--- config.mk ---
export PLATFORM = sky130hd
export DESIGN_NAME = adpcm_encoder
export DESIGN_NICKNAME = d
export VERILOG_FILES = /design/src/rtl/adpcm_encoder.sv
export SDC_FILE = /design/constraint.sdc
export NUM_CORES = 1
export LEC_CHECK = 0
export CORE_UTILIZATION = 55
export CTS_BUF_LIST = sky130_fd_sc_hd__clkbuf_2
export CTS_CLUSTER_DIAMETER = 150
export DETAILED_ROUTE_END_ITERATION = 8
export PLACE_DENSITY = 0.75
export SLEW_MARGIN = 5
export SYNTH_ARGS = -nofsm -noshare
export SYNTH_HDL_FRONTEND = slang
export SYNTH_MEMORY_MAX_BITS = 65536
export SYNTH_SLANG_ARGS = --single-unit
--- constraint.sdc ---
create_clock -name clk -period 5.9 [get_ports clk]
set_input_delay 0.885 -clock clk [delete_from_list [all_inputs] [get_ports clk]]
set_output_delay 0.885 -clock clk [all_outputs]
set_load 0.01 [all_outputs]
--- src/rtl/adpcm_encoder.sv ---
// IMA ADPCM encoder: 16-bit signed PCM in, 4-bit code out, with a 7-state successive-approximation FSM.
// Optional ADPCM_ENC_BYTE_PACK_EN packs two codes per output byte, with the first code in the low nibble.
module adpcm_encoder (
  input  logic        clk,
  input  logic        rst,
  input  logic        init_valid,
  input  logic [15:0] init_pred,
  input  logic [6:0]  init_index,
  input  logic        in_valid,
  output logic        in_ready,
  input  logic [15:0] in_sample,
  output logic        code_valid,
  input  logic        code_ready,
  output logic [7:0]  code_out,
  output logic [15:0] pred_out,
  output logic [6:0]  index_out
);

  typedef enum logic [2:0] {IDLE, DIFF, Q2, Q1, Q0, UPD, OUT} state_t;

  state_t      state_r;
  logic [15:0] sample_r, pred_r, step_r;
  logic [6:0]  index_r;
  logic [16:0] mag_r;
  logic [17:0] vpdiff_r;
  logic        sign_r;
  logic [2:0]  code_r;
`ifdef ADPCM_ENC_BYTE_PACK_EN
  logic [3:0]  half_r;
  logic        half_valid_r;
`endif

  function automatic logic [15:0] step_lookup(input logic [6:0] idx);
    case (idx)
      7'd0: return 16'd7;      7'd1: return 16'd8;      7'd2: return 16'd9;      7'd3: return 16'd10;
      7'd4: return 16'd11;     7'd5: return 16'd12;     7'd6: return 16'd13;     7'd7: return 16'd14;
      7'd8: return 16'd16;     7'd9: return 16'd17;     7'd10: return 16'd19;    7'd11: return 16'd21;
      7'd12: return 16'd23;    7'd13: return 16'd25;    7'd14: return 16'd28;    7'd15: return 16'd31;
      7'd16: return 16'd34;    7'd17: return 16'd37;    7'd18: return 16'd41;    7'd19: return 16'd45;
      7'd20: return 16'd50;    7'd21: return 16'd55;    7'd22: return 16'd60;    7'd23: return 16'd66;
      7'd24: return 16'd73;    7'd25: return 16'd80;    7'd26: return 16'd88;    7'd27: return 16'd97;
      7'd28: return 16'd107;   7'd29: return 16'd118;   7'd30: return 16'd130;   7'd31: return 16'd143;
      7'd32: return 16'd157;   7'd33: return 16'd173;   7'd34: return 16'd190;   7'd35: return 16'd209;
      7'd36: return 16'd230;   7'd37: return 16'd253;   7'd38: return 16'd279;   7'd39: return 16'd307;
      7'd40: return 16'd337;   7'd41: return 16'd371;   7'd42: return 16'd408;   7'd43: return 16'd449;
      7'd44: return 16'd494;   7'd45: return 16'd544;   7'd46: return 16'd598;   7'd47: return 16'd658;
      7'd48: return 16'd724;   7'd49: return 16'd796;   7'd50: return 16'd876;   7'd51: return 16'd963;
      7'd52: return 16'd1060;  7'd53: return 16'd1166;  7'd54: return 16'd1282;  7'd55: return 16'd1411;
      7'd56: return 16'd1552;  7'd57: return 16'd1707;  7'd58: return 16'd1878;  7'd59: return 16'd2066;
      7'd60: return 16'd2272;  7'd61: return 16'd2499;  7'd62: return 16'd2749;  7'd63: return 16'd3024;
      7'd64: return 16'd3327;  7'd65: return 16'd3660;  7'd66: return 16'd4026;  7'd67: return 16'd4428;
      7'd68: return 16'd4871;  7'd69: return 16'd5358;  7'd70: return 16'd5894;  7'd71: return 16'd6484;
      7'd72: return 16'd7132;  7'd73: return 16'd7845;  7'd74: return 16'd8630;  7'd75: return 16'd9493;
      7'd76: return 16'd10442; 7'd77: return 16'd11487; 7'd78: return 16'd12635; 7'd79: return 16'd13899;
      7'd80: return 16'd15289; 7'd81: return 16'd16818; 7'd82: return 16'd18500; 7'd83: return 16'd20350;
      7'd84: return 16'd22385; 7'd85: return 16'd24623; 7'd86: return 16'd27086; 7'd87: return 16'd29794;
      default: return 16'd32767;
    endcase
  endfunction

  // The 16-entry index table repeats for both signs, so only the magnitude bits select it.
  function automatic logic signed [7:0] idx_delta(input logic [2:0] mag_code);
    case (mag_code)
      3'd4:    return 8'sd2;
      3'd5:    return 8'sd4;
      3'd6:    return 8'sd6;
      3'd7:    return 8'sd8;
      default: return -8'sd1;
    endcase
  endfunction

  logic signed [16:0] diff_s;
  logic [16:0]        comparand_s;
  logic               take_s;
  logic [3:0]         code_s;
  logic signed [18:0] pred_sum_s;
  logic [15:0]        pred_next_s;
  logic signed [7:0]  idx_sum_s;
  logic [6:0]         index_next_s;

  always_comb begin
    diff_s = $signed({sample_r[15], sample_r}) - $signed({pred_r[15], pred_r});
    case (state_r)
      Q2:      comparand_s = {1'b0, step_r};
      Q1:      comparand_s = {2'b00, step_r[15:1]};
      default: comparand_s = {3'b000, step_r[15:2]};
    endcase
    take_s = (mag_r >= comparand_s);
    code_s = {sign_r, code_r};
    if (sign_r) pred_sum_s = $signed({{3{pred_r[15]}}, pred_r}) - $signed({1'b0, vpdiff_r});
    else        pred_sum_s = $signed({{3{pred_r[15]}}, pred_r}) + $signed({1'b0, vpdiff_r});
    if (pred_sum_s > 19'sd32767)       pred_next_s = 16'h7fff;
    else if (pred_sum_s < -19'sd32768) pred_next_s = 16'h8000;
    else                               pred_next_s = pred_sum_s[15:0];
    idx_sum_s = $signed({1'b0, index_r}) + idx_delta(code_r);
    if (idx_sum_s < 8'sd0)       index_next_s = 7'd0;
    else if (idx_sum_s > 8'sd88) index_next_s = 7'd88;
    else                         index_next_s = idx_sum_s[6:0];
  end

  assign in_ready  = (state_r == IDLE) && !init_valid;
  assign pred_out  = pred_r;
  assign index_out = index_r;

  always_ff @(posedge clk) begin
    if (rst) begin
      state_r    <= IDLE;
      sample_r   <= 16'd0;
      pred_r     <= 16'd0;
      step_r     <= 16'd0;
      index_r    <= 7'd0;
      mag_r      <= 17'd0;
      vpdiff_r   <= 18'd0;
      sign_r     <= 1'b0;
      code_r     <= 3'd0;
      code_valid <= 1'b0;
      code_out   <= 8'd0;
`ifdef ADPCM_ENC_BYTE_PACK_EN
      half_r       <= 4'd0;
      half_valid_r <= 1'b0;
`endif
    end else begin
      case (state_r)
        IDLE: begin
          if (init_valid) begin
            pred_r  <= init_pred;
            index_r <= (init_index > 7'd88) ? 7'd88 : init_index;
`ifdef ADPCM_ENC_BYTE_PACK_EN
            half_valid_r <= 1'b0;
`endif
          end else if (in_valid) begin
            sample_r <= in_sample;
            state_r  <= DIFF;
          end
        end
        DIFF: begin
          sign_r   <= diff_s[16];
          mag_r    <= diff_s[16] ? 17'(-diff_s) : 17'(diff_s);
          step_r   <= step_lookup(index_r);
          vpdiff_r <= {5'd0, step_lookup(index_r) >> 3};
          code_r   <= 3'd0;
          state_r  <= Q2;
        end
        Q2, Q1, Q0: begin
          if (take_s) begin
            mag_r    <= mag_r - comparand_s;
            vpdiff_r <= vpdiff_r + {1'b0, comparand_s};
            case (state_r)
              Q2:      code_r[2] <= 1'b1;
              Q1:      code_r[1] <= 1'b1;
              default: code_r[0] <= 1'b1;
            endcase
          end
          case (state_r)
            Q2:      state_r <= Q1;
            Q1:      state_r <= Q0;
            default: state_r <= UPD;
          endcase
        end
        UPD: begin
          pred_r  <= pred_next_s;
          index_r <= index_next_s;
`ifdef ADPCM_ENC_BYTE_PACK_EN
          if (half_valid_r) begin
            code_out     <= {code_s, half_r};
            code_valid   <= 1'b1;
            half_valid_r <= 1'b0;
            state_r      <= OUT;
          end else begin
            half_r       <= code_s;
            half_valid_r <= 1'b1;
            state_r      <= IDLE;
          end
`else
          code_out   <= {4'd0, code_s};
          code_valid <= 1'b1;
          state_r    <= OUT;
`endif
        end
        OUT: begin
          if (code_ready) begin
            code_valid <= 1'b0;
            state_r    <= IDLE;
          end
        end
        default: state_r <= IDLE;
      endcase
    end
  end

endmodule
==> metrics list <==
- Outcome: finished clean
* Normalized max-slew margin: a little under a third
- CP max stage delay: 0.82 ns
- For this design, the CTS-stage hold fixing added 0 buffers.
- In this run the deepest clock path goes through 2 buffers.
* Core Rows: 53
- First DRT Iteration DRCs: 1,230
* Remaining antenna violation count after routing: 0
- Crit. path cell count: 16
- After detailed routing, the number of vias per cell comes to about 6.5.
- Of the available clock period, the critical path in the final layout requires 82.16%.
- Critical Path, Cell by Cell: ha_1, inv_1, fa_1, nand3b_1, a21boi_0, nor4_1, o211ai_2, a31oi_4, nor2_1, inv_1, ha_1, inv_1, a221oi_2, a21oi_1, o211a_1, or4_1
- For the finished layout, the period the worst path requires is ~4.8 ns.
- Global routing used 32.91% of the available tracks across all layers.
- Slack of the worst reg-to-reg path: about 1.1 ns
- RSZ-0062 raised after global routing: false
- Maximum resistive drop on vdd: 195.4 uV
- Clock Skews: slightly above 0.04 ns
- The final-report max-slew violation count is 0.
- Clock insertion delay at the later pin of the skew report: 0.72 ns
- LEAKAGE: 4.920 nW
- Critical path fanouts, max: 19
- Count of flip-flops with a built-in enable after synthesis: 0
- Clock tree synthesis inserted a total of 17 buffers.
* Arrival time worst endpoint: 5.46 ns
* Global route total overflow: 0
- Synth async-reset ratio: 0%
- Once layout is complete, the utilization of the core stands at 61.51%.
- Fraction of the yosys area taken by sequential cells: a little under a fifth
* DRT Wirelength: 36,720 um
* Area delta synth->final: 9.366%
* Clock edge transition at the registers on the reported setup and hold paths: 0.19 ns
- Root buffer cell: clkbuf_2
- Yosys printed 0 warnings.
- Number of max-capacitance violations reported: 0
* Post-route setup TNS: 0 ns
- After detailed placement, the total cell area comes to between 10,000 and 15,000 sq um.
- Slowest stage cell, crit path: dfxtp_1
- Layout cell share with drive strength beyond 1: 5.506%
* Total non-filler cell area in the finished layout: 12,930 sq um
* Critical Path Most Common Cell: inv_1
* CTS HTree Levels: 4
- Worst Path Required: 6.51 ns
- Placer congestion estimate: 0.9634
- Once the clock tree was built, the resizer swapped 0 gates to a different size.
* Number of placed instances with taps included: 1,915
* Pin count of the biggest net entering global routing: 56
- The number of hold-slack violations in the final timing report came to 0.
- Before antenna repair, the detailed router went through 6 iterations.
- Number of cells in the finished layout apart from fillers: 1,947
* Residual DRC count: 0
* TritonCTS clock tree: yes
- Across all layers, the routed design uses around 13,000 vias.
* Final Power: 0.004786 W
* Category of the worst setup path capture point: register
* Type of origin of the critical path: register
* Distinct cell type count of the synthesized netlist: 91
* CP top delay family: compound AO/OA/AOI/OAI gates
- For the pin with the worst max-slew slack, the measured transition is 1.037 ns.
* Per-instance average area after synthesis: 7.161 sq um
* Total power divided by cell area: 370.1 nW/um^2
- The via count of the first global-routing pass was 11,250.
- The critical path contains buffers and inverters numbering 3 combined.
- F_max: 0.2063 GHz
- Ports placed on the boundary: between 70 and 80
- The initial antenna violation count is 1.
- FF-to-FF Start: index_out[0]
- Synthesis-stage register bit count: 113
- Tracing the worst setup path back leads to its startpoint at index_out[0].
* Cell area after synthesis: 11,820 sq um
* Placeable core region: 21,020 sq um
- Once the clock tree was built, the setup fixing pass inserted 0 buffers.
* Mapped Cells: 1,651
- Once the floorplan was initialized, standard cells occupied 56.24% of the core.
* TritonCTS sink count: approximately 110
* Detailed Place HPWL: roughly 27,000 um
* Class of the most critical hold timing path: reg2reg
- At the end of the flow, the number of nets in the layout was between 1,500 and 2,000.
- Path type of the worst setup path: reg2reg
* Die width: 148.6 um
- In this run the tool buffered the top-level ports with 72 buffer cells.
- After detailed routing, the average wire length per cell comes to 18.86 um.
- For this run, the leading register cell type out of synthesis is dfxtp_1.
* Reg2reg path depth: 16
- The die is 148.6 um tall.
- Die Outline Area: 22,090 sq um
- Setup violations remaining at the end of the flow were counted as 0.
- The first global-routing pass estimated 57,890 um of wire.
## cell type report
cell class	instances	area (sq um)
antenna	1	2.502
fill	1960	8092
sequential	113	2263
clock inverter	13	192.7
clock buffer	18	90.09
timing repair buffer	98	913.4
inverter	77	289.0
multi-input combinational	1352	8835
tap	275	344.1
## Yosys cell counts, types with 11 or more instances
cell	n	share of area (%)
a31oi_1	33	1.7
xnor2_1	61	4.5
o21ai_0	112	4.7
o21a_1	15	0.95
nor3_1	54	2.3
mux2i_1	26	2.2
nand2_1	208	6.6
a21oi_1	159	6.7
clkbuf_1	85	2.7
a211oi_1	37	2.3
inv_1	73	2.3
a2111oi_0	11	0.81
a22oi_1	12	0.76
o31ai_1	11	0.70
and2_1	14	0.74
nor2_1	137	4.3
nand3_1	35	1.5
o211ai_1	33	2.1
ha_1	102	11
nand2b_1	23	1.2
dfxtp_1	113	19
a21o_1	19	1.2
xor2_1	18	1.3
nor2b_1	17	0.90
a221oi_1	21	1.6
buf_2	11	0.47
## per-stage QoR
| step | hold WS [ns] | worst slack, ns |
|---|---|---|
| global route | 0.4907 | 0.6960 |
| finish | 0.4661 | 1.053 |
| CTS | 0.4708 | 1.125 |
| detailed placement | 0.4491 | 1.161 |
| global placement | 0.4395 | 1.272 |
| floorplan | 0.4313 | 1.576 |
## tightest hold or removal path, cell delays in order, from the launching register on
cell     delay, ns
dfxtp_1       0.35
nand2_1       0.05
a21oi_1       0.05
## power by group
| part | internal, W | switching (W) |
|---|---|---|
| combinational | 0.00133 | 0.00186 |
| sequential | 0.000859 | 0.000108 |
| clock | 0.000315 | 0.000319 |
## kinds of logic (layout without fill, tap and decap cells)
kind of cell	after synthesis	in the layout	share of synthesized area [%]
fa+ha+maj	107	107	11.64
compound gates	574	574	32.02
mux	31	31	2.963
buf+inv	189	206	6.286
flops	113	113	19.13
simple gates	557	557	22.07
xor+xnor	79	79	5.852
other cells	1	5	0.03172
## worst min-delay path by stage
stage	startpoint	cells past startpoint	to
floorplan	step_r[0]	2	step_r[0]
global placement	mag_r[0]	2	mag_r[0]
detailed placement	code_out[2]	2	code_out[2]
CTS	code_out[2]	2	code_out[2]
global route	sample_r[8]	2	sample_r[8]
finish	code_out[2]	2	code_out[2]
## layer usage
layer  track usage [%]  up-vias  routed length [um]  part of all wire [%]
met3             4.877       79                3011                   8.2
met1             42.27     5816               15520                    42
met4             15.52        0                1375                   3.7
met2             53.97      600               16810                    46
li1                  -     6070                   -                     -
met5                 0        -                   0                     0
## cell usage in the layout, fill, tap and decap left out, drive strengths merged, types with 10 or more instances in the layout
cell	n
a21oi	161
a221oi	22
xnor2	61
nand3	36
ha	102
clkdlybuf4s50	71
a22oi	12
dfxtp	113
xor2	18
a211oi	38
nor2b	17
a2111oi	11
clkbuf	18
a21o	19
nand2b	23
o211ai	34
a31oi	34
nor2	138
a311oi	11
o21ai	116
nor3	54
and2	14
o21a	15
nor4	10
nand2	208
buf	27
o31ai	11
mux2i	26
or3	10
inv	77
Power figures use the tool's default switching activity.
